==> src/rtl/adda_if.sv <==
// Command/status bundle between blitter control and the address-A adder sequencer.
// master = blitter control side, slave = adda_seq.
interface adda_if #(
   parameter int CNT_W = 16
);
   logic             start;
   logic             stop;
   logic [CNT_W-1:0] inner_cnt;
   logic [CNT_W-1:0] outer_cnt;
   logic [1:0]       a1_xadd;
   logic             a1_yadd;
   logic             a1_xsign;
   logic             a1_ysign;
   logic [1:0]       a2_xadd;
   logic             a2_yadd;
   logic             a2_xsign;
   logic             a2_ysign;
   logic [2:0]       phr_const;
   logic             pix_go;
   logic             ready;
   logic [2:0]       addasel;
   logic [2:0]       adda_xconst;
   logic             adda_yconst;
   logic             addareg;
   logic             suba_x;
   logic             suba_y;
   logic             a1_upd;
   logic             a1f_upd;
   logic             a2_upd;
   logic             busy;
   logic             done;

   modport master (
      output start, stop, inner_cnt, outer_cnt,
      output a1_xadd, a1_yadd, a1_xsign, a1_ysign,
      output a2_xadd, a2_yadd, a2_xsign, a2_ysign,
      output phr_const, pix_go,
      input  ready, addasel, adda_xconst, adda_yconst,
      input  addareg, suba_x, suba_y,
      input  a1_upd, a1f_upd, a2_upd, busy, done
   );

   modport slave (
      input  start, stop, inner_cnt, outer_cnt,
      input  a1_xadd, a1_yadd, a1_xsign, a1_ysign,
      input  a2_xadd, a2_yadd, a2_xsign, a2_ysign,
      input  phr_const, pix_go,
      output ready, addasel, adda_xconst, adda_yconst,
      output addareg, suba_x, suba_y,
      output a1_upd, a1f_upd, a2_upd, busy, done
   );
endinterface

==> src/rtl/adda_seq.sv <==
// Address-A adder sequencer: time-multiplexes the shared adder between A1/A2 updates.
// ADDA_FRAC_EN enables the A1 fraction update states (P_A1F, L_A1F).
module adda_seq #(
   parameter int CNT_W = 16
) (
   input logic  sys_clk,
   input logic  resetl,
   adda_if.slave bus
);

   typedef enum logic [3:0] {
      IDLE, WAIT, P_A1,
`ifdef ADDA_FRAC_EN
      P_A1F, L_A1F,
`endif
      P_A2, L_A1, L_A2, DONE
   } state_t;

   typedef struct packed {
      logic       ready;
      logic [2:0] addasel;
      logic [2:0] xconst;
      logic       yconst;
      logic       addareg;
      logic       suba_x;
      logic       suba_y;
      logic       a1_upd;
      logic       a1f_upd;
      logic       a2_upd;
      logic       busy;
      logic       done;
   } ctl_t;

   state_t           state, nxt, pend;
   ctl_t             ctl, ctl_n;
   logic [CNT_W-1:0] icnt, ild, ocnt;
   logic [1:0]       a1m, a2m;
   logic             a1y, a1xs, a1ys;
   logic             a2y, a2xs, a2ys;
   logic [2:0]       phr;
   logic             pix_end;
   logic             a2_skip;
   logic             icnt_last;

   assign a2_skip   = a2m[1];
   assign icnt_last = (icnt == CNT_W'(1));
   assign pend      = icnt_last ? L_A1 : WAIT;

   always_comb begin
      nxt     = state;
      pix_end = 1'b0;
      unique case (state)
         IDLE: if (bus.start) nxt = WAIT;
         WAIT: begin
            if (bus.pix_go) begin
               if (a1m != 2'b10) nxt = P_A1;
               else if (!a2_skip) nxt = P_A2;
               else begin
                  nxt     = pend;
                  pix_end = 1'b1;
               end
            end
         end
         P_A1: begin
            if (!a2_skip) nxt = P_A2;
            else begin
               nxt     = pend;
               pix_end = 1'b1;
            end
`ifdef ADDA_FRAC_EN
            if (a1m == 2'b11) begin
               nxt     = P_A1F;
               pix_end = 1'b0;
            end
`endif
         end
`ifdef ADDA_FRAC_EN
         P_A1F: begin
            if (!a2_skip) nxt = P_A2;
            else begin
               nxt     = pend;
               pix_end = 1'b1;
            end
         end
         L_A1:  nxt = L_A1F;
         L_A1F: nxt = L_A2;
`else
         L_A1:  nxt = L_A2;
`endif
         P_A2: begin
            nxt     = pend;
            pix_end = 1'b1;
         end
         L_A2: nxt = (ocnt == CNT_W'(1)) ? DONE : WAIT;
         DONE: nxt = IDLE;
         default: nxt = IDLE;
      endcase
      // abort wins over every other event this cycle
      if (bus.stop) begin
         nxt     = IDLE;
         pix_end = 1'b0;
      end
   end

   always_comb begin
      ctl_n       = '0;
      ctl_n.ready = (nxt == WAIT);
      ctl_n.busy  = (nxt != IDLE);
      ctl_n.done  = (nxt == DONE);
      unique case (nxt)
         P_A1: begin
            ctl_n.a1_upd = 1'b1;
            ctl_n.suba_x = a1xs;
            ctl_n.suba_y = a1ys;
            if (a1m == 2'b11) ctl_n.addareg = 1'b1;
            else begin
               ctl_n.xconst = a1m[0] ? 3'b000 : phr;
               ctl_n.yconst = a1y;
            end
         end
`ifdef ADDA_FRAC_EN
         // fraction half of the same signed increment
         P_A1F: begin
            ctl_n.addareg = 1'b1;
            ctl_n.addasel = 3'b001;
            ctl_n.a1f_upd = 1'b1;
            ctl_n.suba_x  = a1xs;
            ctl_n.suba_y  = a1ys;
         end
         L_A1F: begin
            ctl_n.addareg = 1'b1;
            ctl_n.addasel = 3'b011;
            ctl_n.a1f_upd = 1'b1;
         end
`endif
         P_A2: begin
            ctl_n.a2_upd = 1'b1;
            ctl_n.suba_x = a2xs;
            ctl_n.suba_y = a2ys;
            ctl_n.xconst = a2m[0] ? 3'b000 : phr;
            ctl_n.yconst = a2y;
         end
         L_A1: begin
            ctl_n.addareg = 1'b1;
            ctl_n.addasel = 3'b010;
            ctl_n.a1_upd  = 1'b1;
         end
         L_A2: begin
            ctl_n.addareg = 1'b1;
            ctl_n.addasel = 3'b100;
            ctl_n.a2_upd  = 1'b1;
         end
         default: ;
      endcase
   end

   always_ff @(posedge sys_clk or negedge resetl) begin
      if (!resetl) begin
         state <= IDLE;
         ctl   <= '0;
         icnt  <= '0;
         ild   <= '0;
         ocnt  <= '0;
         a1m   <= '0;
         a1y   <= 1'b0;
         a1xs  <= 1'b0;
         a1ys  <= 1'b0;
         a2m   <= '0;
         a2y   <= 1'b0;
         a2xs  <= 1'b0;
         a2ys  <= 1'b0;
         phr   <= '0;
      end else begin
         state <= nxt;
         ctl   <= ctl_n;
         if (state == IDLE && bus.start && !bus.stop) begin
            icnt <= (bus.inner_cnt == '0) ? CNT_W'(1) : bus.inner_cnt;
            ild  <= (bus.inner_cnt == '0) ? CNT_W'(1) : bus.inner_cnt;
            ocnt <= (bus.outer_cnt == '0) ? CNT_W'(1) : bus.outer_cnt;
            a1m  <= bus.a1_xadd;
            a1y  <= bus.a1_yadd;
            a1xs <= bus.a1_xsign;
            a1ys <= bus.a1_ysign;
            a2m  <= bus.a2_xadd;
            a2y  <= bus.a2_yadd;
            a2xs <= bus.a2_xsign;
            a2ys <= bus.a2_ysign;
            phr  <= bus.phr_const;
         end
         if (pix_end) icnt <= icnt_last ? ild : icnt - CNT_W'(1);
         if (state == L_A2 && !bus.stop) ocnt <= ocnt - CNT_W'(1);
      end
   end

   assign bus.ready       = ctl.ready;
   assign bus.addasel     = ctl.addasel;
   assign bus.adda_xconst = ctl.xconst;
   assign bus.adda_yconst = ctl.yconst;
   assign bus.addareg     = ctl.addareg;
   assign bus.suba_x      = ctl.suba_x;
   assign bus.suba_y      = ctl.suba_y;
   assign bus.a1_upd      = ctl.a1_upd;
   assign bus.a1f_upd     = ctl.a1f_upd;
   assign bus.a2_upd      = ctl.a2_upd;
   assign bus.busy        = ctl.busy;
   assign bus.done        = ctl.done;

endmodule

==> src/flat_wrapper.sv <==
// flat-port wrapper written by rule: the top's interface ports become plain ports
module adda_seq_flat 
#(
   parameter int CNT_W = 16
)
  (sys_clk, resetl, bus_start, bus_stop, bus_inner_cnt, bus_outer_cnt, bus_a1_xadd, bus_a1_yadd, bus_a1_xsign, bus_a1_ysign, bus_a2_xadd, bus_a2_yadd, bus_a2_xsign, bus_a2_ysign, bus_phr_const, bus_pix_go, bus_ready, bus_addasel, bus_adda_xconst, bus_adda_yconst, bus_addareg, bus_suba_x, bus_suba_y, bus_a1_upd, bus_a1f_upd, bus_a2_upd, bus_busy, bus_done);
  adda_if #(.CNT_W(CNT_W)) bus_i ();
  input logic sys_clk;
  input logic resetl;
  input wire logic [$bits(bus_i.start)-1:0] bus_start;
  input wire logic [$bits(bus_i.stop)-1:0] bus_stop;
  input wire logic [$bits(bus_i.inner_cnt)-1:0] bus_inner_cnt;
  input wire logic [$bits(bus_i.outer_cnt)-1:0] bus_outer_cnt;
  input wire logic [$bits(bus_i.a1_xadd)-1:0] bus_a1_xadd;
  input wire logic [$bits(bus_i.a1_yadd)-1:0] bus_a1_yadd;
  input wire logic [$bits(bus_i.a1_xsign)-1:0] bus_a1_xsign;
  input wire logic [$bits(bus_i.a1_ysign)-1:0] bus_a1_ysign;
  input wire logic [$bits(bus_i.a2_xadd)-1:0] bus_a2_xadd;
  input wire logic [$bits(bus_i.a2_yadd)-1:0] bus_a2_yadd;
  input wire logic [$bits(bus_i.a2_xsign)-1:0] bus_a2_xsign;
  input wire logic [$bits(bus_i.a2_ysign)-1:0] bus_a2_ysign;
  input wire logic [$bits(bus_i.phr_const)-1:0] bus_phr_const;
  input wire logic [$bits(bus_i.pix_go)-1:0] bus_pix_go;
  output wire logic [$bits(bus_i.ready)-1:0] bus_ready;
  output wire logic [$bits(bus_i.addasel)-1:0] bus_addasel;
  output wire logic [$bits(bus_i.adda_xconst)-1:0] bus_adda_xconst;
  output wire logic [$bits(bus_i.adda_yconst)-1:0] bus_adda_yconst;
  output wire logic [$bits(bus_i.addareg)-1:0] bus_addareg;
  output wire logic [$bits(bus_i.suba_x)-1:0] bus_suba_x;
  output wire logic [$bits(bus_i.suba_y)-1:0] bus_suba_y;
  output wire logic [$bits(bus_i.a1_upd)-1:0] bus_a1_upd;
  output wire logic [$bits(bus_i.a1f_upd)-1:0] bus_a1f_upd;
  output wire logic [$bits(bus_i.a2_upd)-1:0] bus_a2_upd;
  output wire logic [$bits(bus_i.busy)-1:0] bus_busy;
  output wire logic [$bits(bus_i.done)-1:0] bus_done;
  assign bus_i.start = bus_start;
  assign bus_i.stop = bus_stop;
  assign bus_i.inner_cnt = bus_inner_cnt;
  assign bus_i.outer_cnt = bus_outer_cnt;
  assign bus_i.a1_xadd = bus_a1_xadd;
  assign bus_i.a1_yadd = bus_a1_yadd;
  assign bus_i.a1_xsign = bus_a1_xsign;
  assign bus_i.a1_ysign = bus_a1_ysign;
  assign bus_i.a2_xadd = bus_a2_xadd;
  assign bus_i.a2_yadd = bus_a2_yadd;
  assign bus_i.a2_xsign = bus_a2_xsign;
  assign bus_i.a2_ysign = bus_a2_ysign;
  assign bus_i.phr_const = bus_phr_const;
  assign bus_i.pix_go = bus_pix_go;
  assign bus_ready = bus_i.ready;
  assign bus_addasel = bus_i.addasel;
  assign bus_adda_xconst = bus_i.adda_xconst;
  assign bus_adda_yconst = bus_i.adda_yconst;
  assign bus_addareg = bus_i.addareg;
  assign bus_suba_x = bus_i.suba_x;
  assign bus_suba_y = bus_i.suba_y;
  assign bus_a1_upd = bus_i.a1_upd;
  assign bus_a1f_upd = bus_i.a1f_upd;
  assign bus_a2_upd = bus_i.a2_upd;
  assign bus_busy = bus_i.busy;
  assign bus_done = bus_i.done;
  adda_seq #(.CNT_W(CNT_W)) u_core (.sys_clk(sys_clk), .resetl(resetl), .bus(bus_i));
endmodule
==> config.mk <==
export PLATFORM = sky130hd
export DESIGN_NAME = adda_seq_flat
export DESIGN_NICKNAME = d
export VERILOG_FILES = /design/src/rtl/adda_if.sv /design/src/rtl/adda_seq.sv /design/src/flat_wrapper.sv
export SDC_FILE = /design/constraint.sdc
export NUM_CORES = 1
export LEC_CHECK = 0
export BUFFER_PORTS_ARGS = -buffer_cell sky130_fd_sc_hd__buf_2
export CORE_MARGIN = 2
export CORE_UTILIZATION = 56
export DETAILED_ROUTE_END_ITERATION = 8
export PLACE_DENSITY = 0.88
export SETUP_SLACK_MARGIN = 0.5
export SYNTH_ARGS = -nofsm -noshare
export SYNTH_HDL_FRONTEND = slang
export SYNTH_SLANG_ARGS = --single-unit
==> constraint.sdc <==
create_clock -name sys_clk -period 2.9 [get_ports sys_clk]
set_input_delay 0.435 -clock sys_clk [delete_from_list [all_inputs] [get_ports sys_clk]]
set_output_delay 0.435 -clock sys_clk [all_outputs]
set_load 0.05 [all_outputs]
==> results.md <==
* Status: completed
* Drt drc at 0
* Crit path kind: reg -> reg
* Yosys cell types at a little over 50
* Routed WL at roughly 9900 um
* Clock Path Buffers at 2
* Avg Inst Size Synth at roughly 8.9 um2
* First-pass GRT wire length at ~16000 um
* Initial antenna violation count at 0
* Setup slack at placement at between 0.15 and 0.2 ns
* Vias in the first global route at about 3600
* Worst IR drop on VDD at between 0.3 and 0.4 mV
* Post-synth top area cell: dfrtp_1
* Total chip power at around 2.8 mW
* Most common cell after layout, fill and taps aside: nand2_1
* Vias/cell at 5.924
* Clock Sinks at 79
* Aggregate global-route resource usage at about 27%
* Post-route minimum period at approximately 2.5 ns
* Worst Clk Skew at approximately 0.0094 ns
* Grt total ovfl at 0
* Critical Path End Type: flip-flop
* Adder-Cell Fraction of Synth Area at between 1 and 1.5%
* Routed Antenna Nets at 0
* Clock-pin transition on the worst setup and hold timing paths at roughly 0.080 ns
* Die area at 7893 um2
* Main synth FF type: dfrtp_1
* Starting Density at 58.69%
* Multiplexer share of the synthesized area at between 1.5 and 2%
* Placement Rows at 30
* Drt wl/cell at about 16 um
* Placeable Area at between 6000 and 7000 um2
* Synth Area in Simple Gates at around 28%
* Max-slew violation count at 0
* Final worst-path cycle share at approximately 87%
* Crit Path Max Fanout at 4
* Slowest stage cell, crit path: or4_4
* Starting DRT DRC Count at between 200 and 300
* Critical Path AT at around 2.8 ns
* Slew HR at 34.64%
* Setup ws final at ~0.37 ns
* Final Core Density at between 60% and 70%
* Largest net degree at the start of global routing at 80
* Number of synthesized flops with an enable pin at 0
* # nets final at 576
* Main combinational cell family by area after synthesis: simple AND/OR/NAND/NOR gates
* Setup violations, final at 0
* Pleak at between 2 and 2.5 nW
* Number of max-cap violations at 0
* Hold Crit Class: in -> async
* Actual slew at the worst max-slew pin at 0.9804 ns
* Critical Path Max Stage Delay at roughly 0.54 ns
* Total number of vias at roughly 3700
* 1st-pass router iterations at 7
* CP Launch Type: flip-flop
* Hold buffer count at CTS at 0
* # IOs at 66
* Setup TNS at 0 ns
* CTS root buf: clkbuf_8
* Post-DP HPWL at between 6000 and 7000 um
* Seq cells post-synth at a little under 80
* Synthesized area at around 4000 um2
* Fmax at around 0.4 GHz
* # port buffers at 63
* CP Cell Sequence: or3_1 > or4_4 > o41a_2 > o21ai_4 > buf_4 > a21oi_1 > nor3_1
* Post-synthesis sequential area ratio at approximately half
* Pwr/cell area at 580.4 nW/um2
* Synth Area in Compound Gates at 14.59%
* Commonest non-fill, non-tap cells in the layout: nand2_1, dfrtp_1, buf_2
* Area contributors post-synth: dfrtp_1, nand2_1, nor2_1
* H-tree depth reported by CTS at 3
* Placed cell count at approximately 600
* Warnings from Yosys at 0
* CTS buffer count at 9
* GP Congestion at 0.8341
* Post-Synth XOR/XNOR Area at under 10%
* Critical Path RT at 3.17 ns
* Die X at roughly 90 um
* Height of the die at around 89 um
* Worst skew pair latency at roughly 0.35 ns
* Fin. Hold Viols at 0
* Share of the synthesized area in the top cell type at 49.04%
* Diodes inserted at 0
* CTS tree: yes
* RSZ-0062 raised after global routing: true
* Area grow syn2layout at 18.65%
* Share of cells above drive strength 1 at 23.57%
* Share of flip-flops with an asynchronous set or reset at 100.0%
* Cell count after synthesis at 452
* Fin cells at 622
## stage by stage
step	cell area, um2	hold slack (ns)
global placement	4431	0.4513
finish	4783	0.2213
detailed placement	4431	0.4548
global route	4783	0.2659
floorplan	4039	0.1394
CTS	4702	0.2591
## worst max-delay path: cells and delay by family (launching register included)
family / cells / cell delay (ns)
AOI/OAI and AO/OA: 3 / 0.80
buffers and inverters: 1 / 0.14
DFF: 1 / 0.40
and+or+nand+nor: 3 / 1.10
## sequential cells by signal, summed over array words and instances (netlist names), 2 cells and up
register	cells
u_core.bus.adda_xconst	3
u_core.a2m	2
u_core.bus.addasel	2
u_core.phr	3
u_core.a1m	2
u_core.state	4
u_core.icnt	16
u_core.ild	16
u_core.ocnt	16
## what timing repair did
action | in CTS | in global routing
pin swaps | 7 | 6
gates resized for setup | 6 | 12
setup buffers | 6 | 4
endpoints found under the setup margin | 14 | 18
## cell usage after synthesis (2+ instances only)
cell type  instances
o21a_1             3
buf_4              2
buf_6              2
nand4bb_1          2
buf_2              2
mux2i_1            4
and2_1             2
o311ai_0          11
ha_1               4
nor3b_1            5
nor3_1            11
or2_2              3
or3_2              2
a211oi_1           5
xnor2_1            3
a21oi_1           12
nand4_1            2
clkbuf_1          19
nand2_1          122
o21ai_0           14
o211ai_1          17
nand4b_1           3
or4_1              4
dfrtp_1           79
a31oi_1           12
nor2_1            40
nand3_1           14
mux2_2             2
and4_1             3
o31ai_1            2
nand2b_1           4
nor4_1            10
xor2_1             6
inv_1              7
or3_1              3
## power breakdown
| group | internal, mW | total (mW) | switching (mW) |
|---|---|---|---|
| Sequential | 1.26 | 1.41 | 0.151 |
| Clock | 0.416 | 0.822 | 0.406 |
| Combinational | 0.245 | 0.546 | 0.301 |
| Total | 1.92 | 2.78 | 0.858 |
## cells by family (layout without fill, tap and decap cells)
kind of cell	count (synthesis)	count (layout)
other cells	1	3
simple gates	238	238
compound gates	83	83
flops	79	79
mux	6	6
fa+ha+maj	4	4
buf+inv	32	104
xor+xnor	9	9
## final cells by class
| cell class | instances | area [um2] |
|---|---|---|
| clock buffer | 10 | 137.6 |
| multi-input combinational | 343 | 1994 |
| timing repair buffer | 82 | 467.9 |
| inverter | 7 | 26.28 |
| tap | 96 | 120.1 |
| sequential | 79 | 1978 |
| clock inverter | 5 | 58.81 |
| fill | 494 | 2086 |
## final timing paths
path                            slack [ns]                        from  depth (start not counted)                           to
max in group asynchronous             1.97                      resetl                          1    u_core.state[0]$_DFF_PN0_
worst max-delay path                  0.37  u_core.ocnt[9]$_DFFE_PN0P_                          7  u_core.bus.a1_upd$_DFF_PN0_
worst min register to register        0.48  u_core.ild[13]$_DFFE_PN0P_                          2   u_core.ild[13]$_DFFE_PN0P_
worst min-delay path                  0.22                      resetl                          1  u_core.icnt[12]$_DFFE_PN0P_
min in group sys_clk                  0.27              bus_a2_xadd[0]                          3    u_core.a2m[0]$_DFFE_PN0P_
worst max register to register        0.37  u_core.ocnt[9]$_DFFE_PN0P_                          7  u_core.bus.a1_upd$_DFF_PN0_
## layer usage
layer  track usage, %  share of wire, %  up-vias
met5                0                 0        -
met4            9.229               2.0        0
met3            6.063               5.8       23
met2            43.89                52      165
met1            35.24                41     1759
li1                 -                 -     1738
Power figures use the tool's default switching activity.
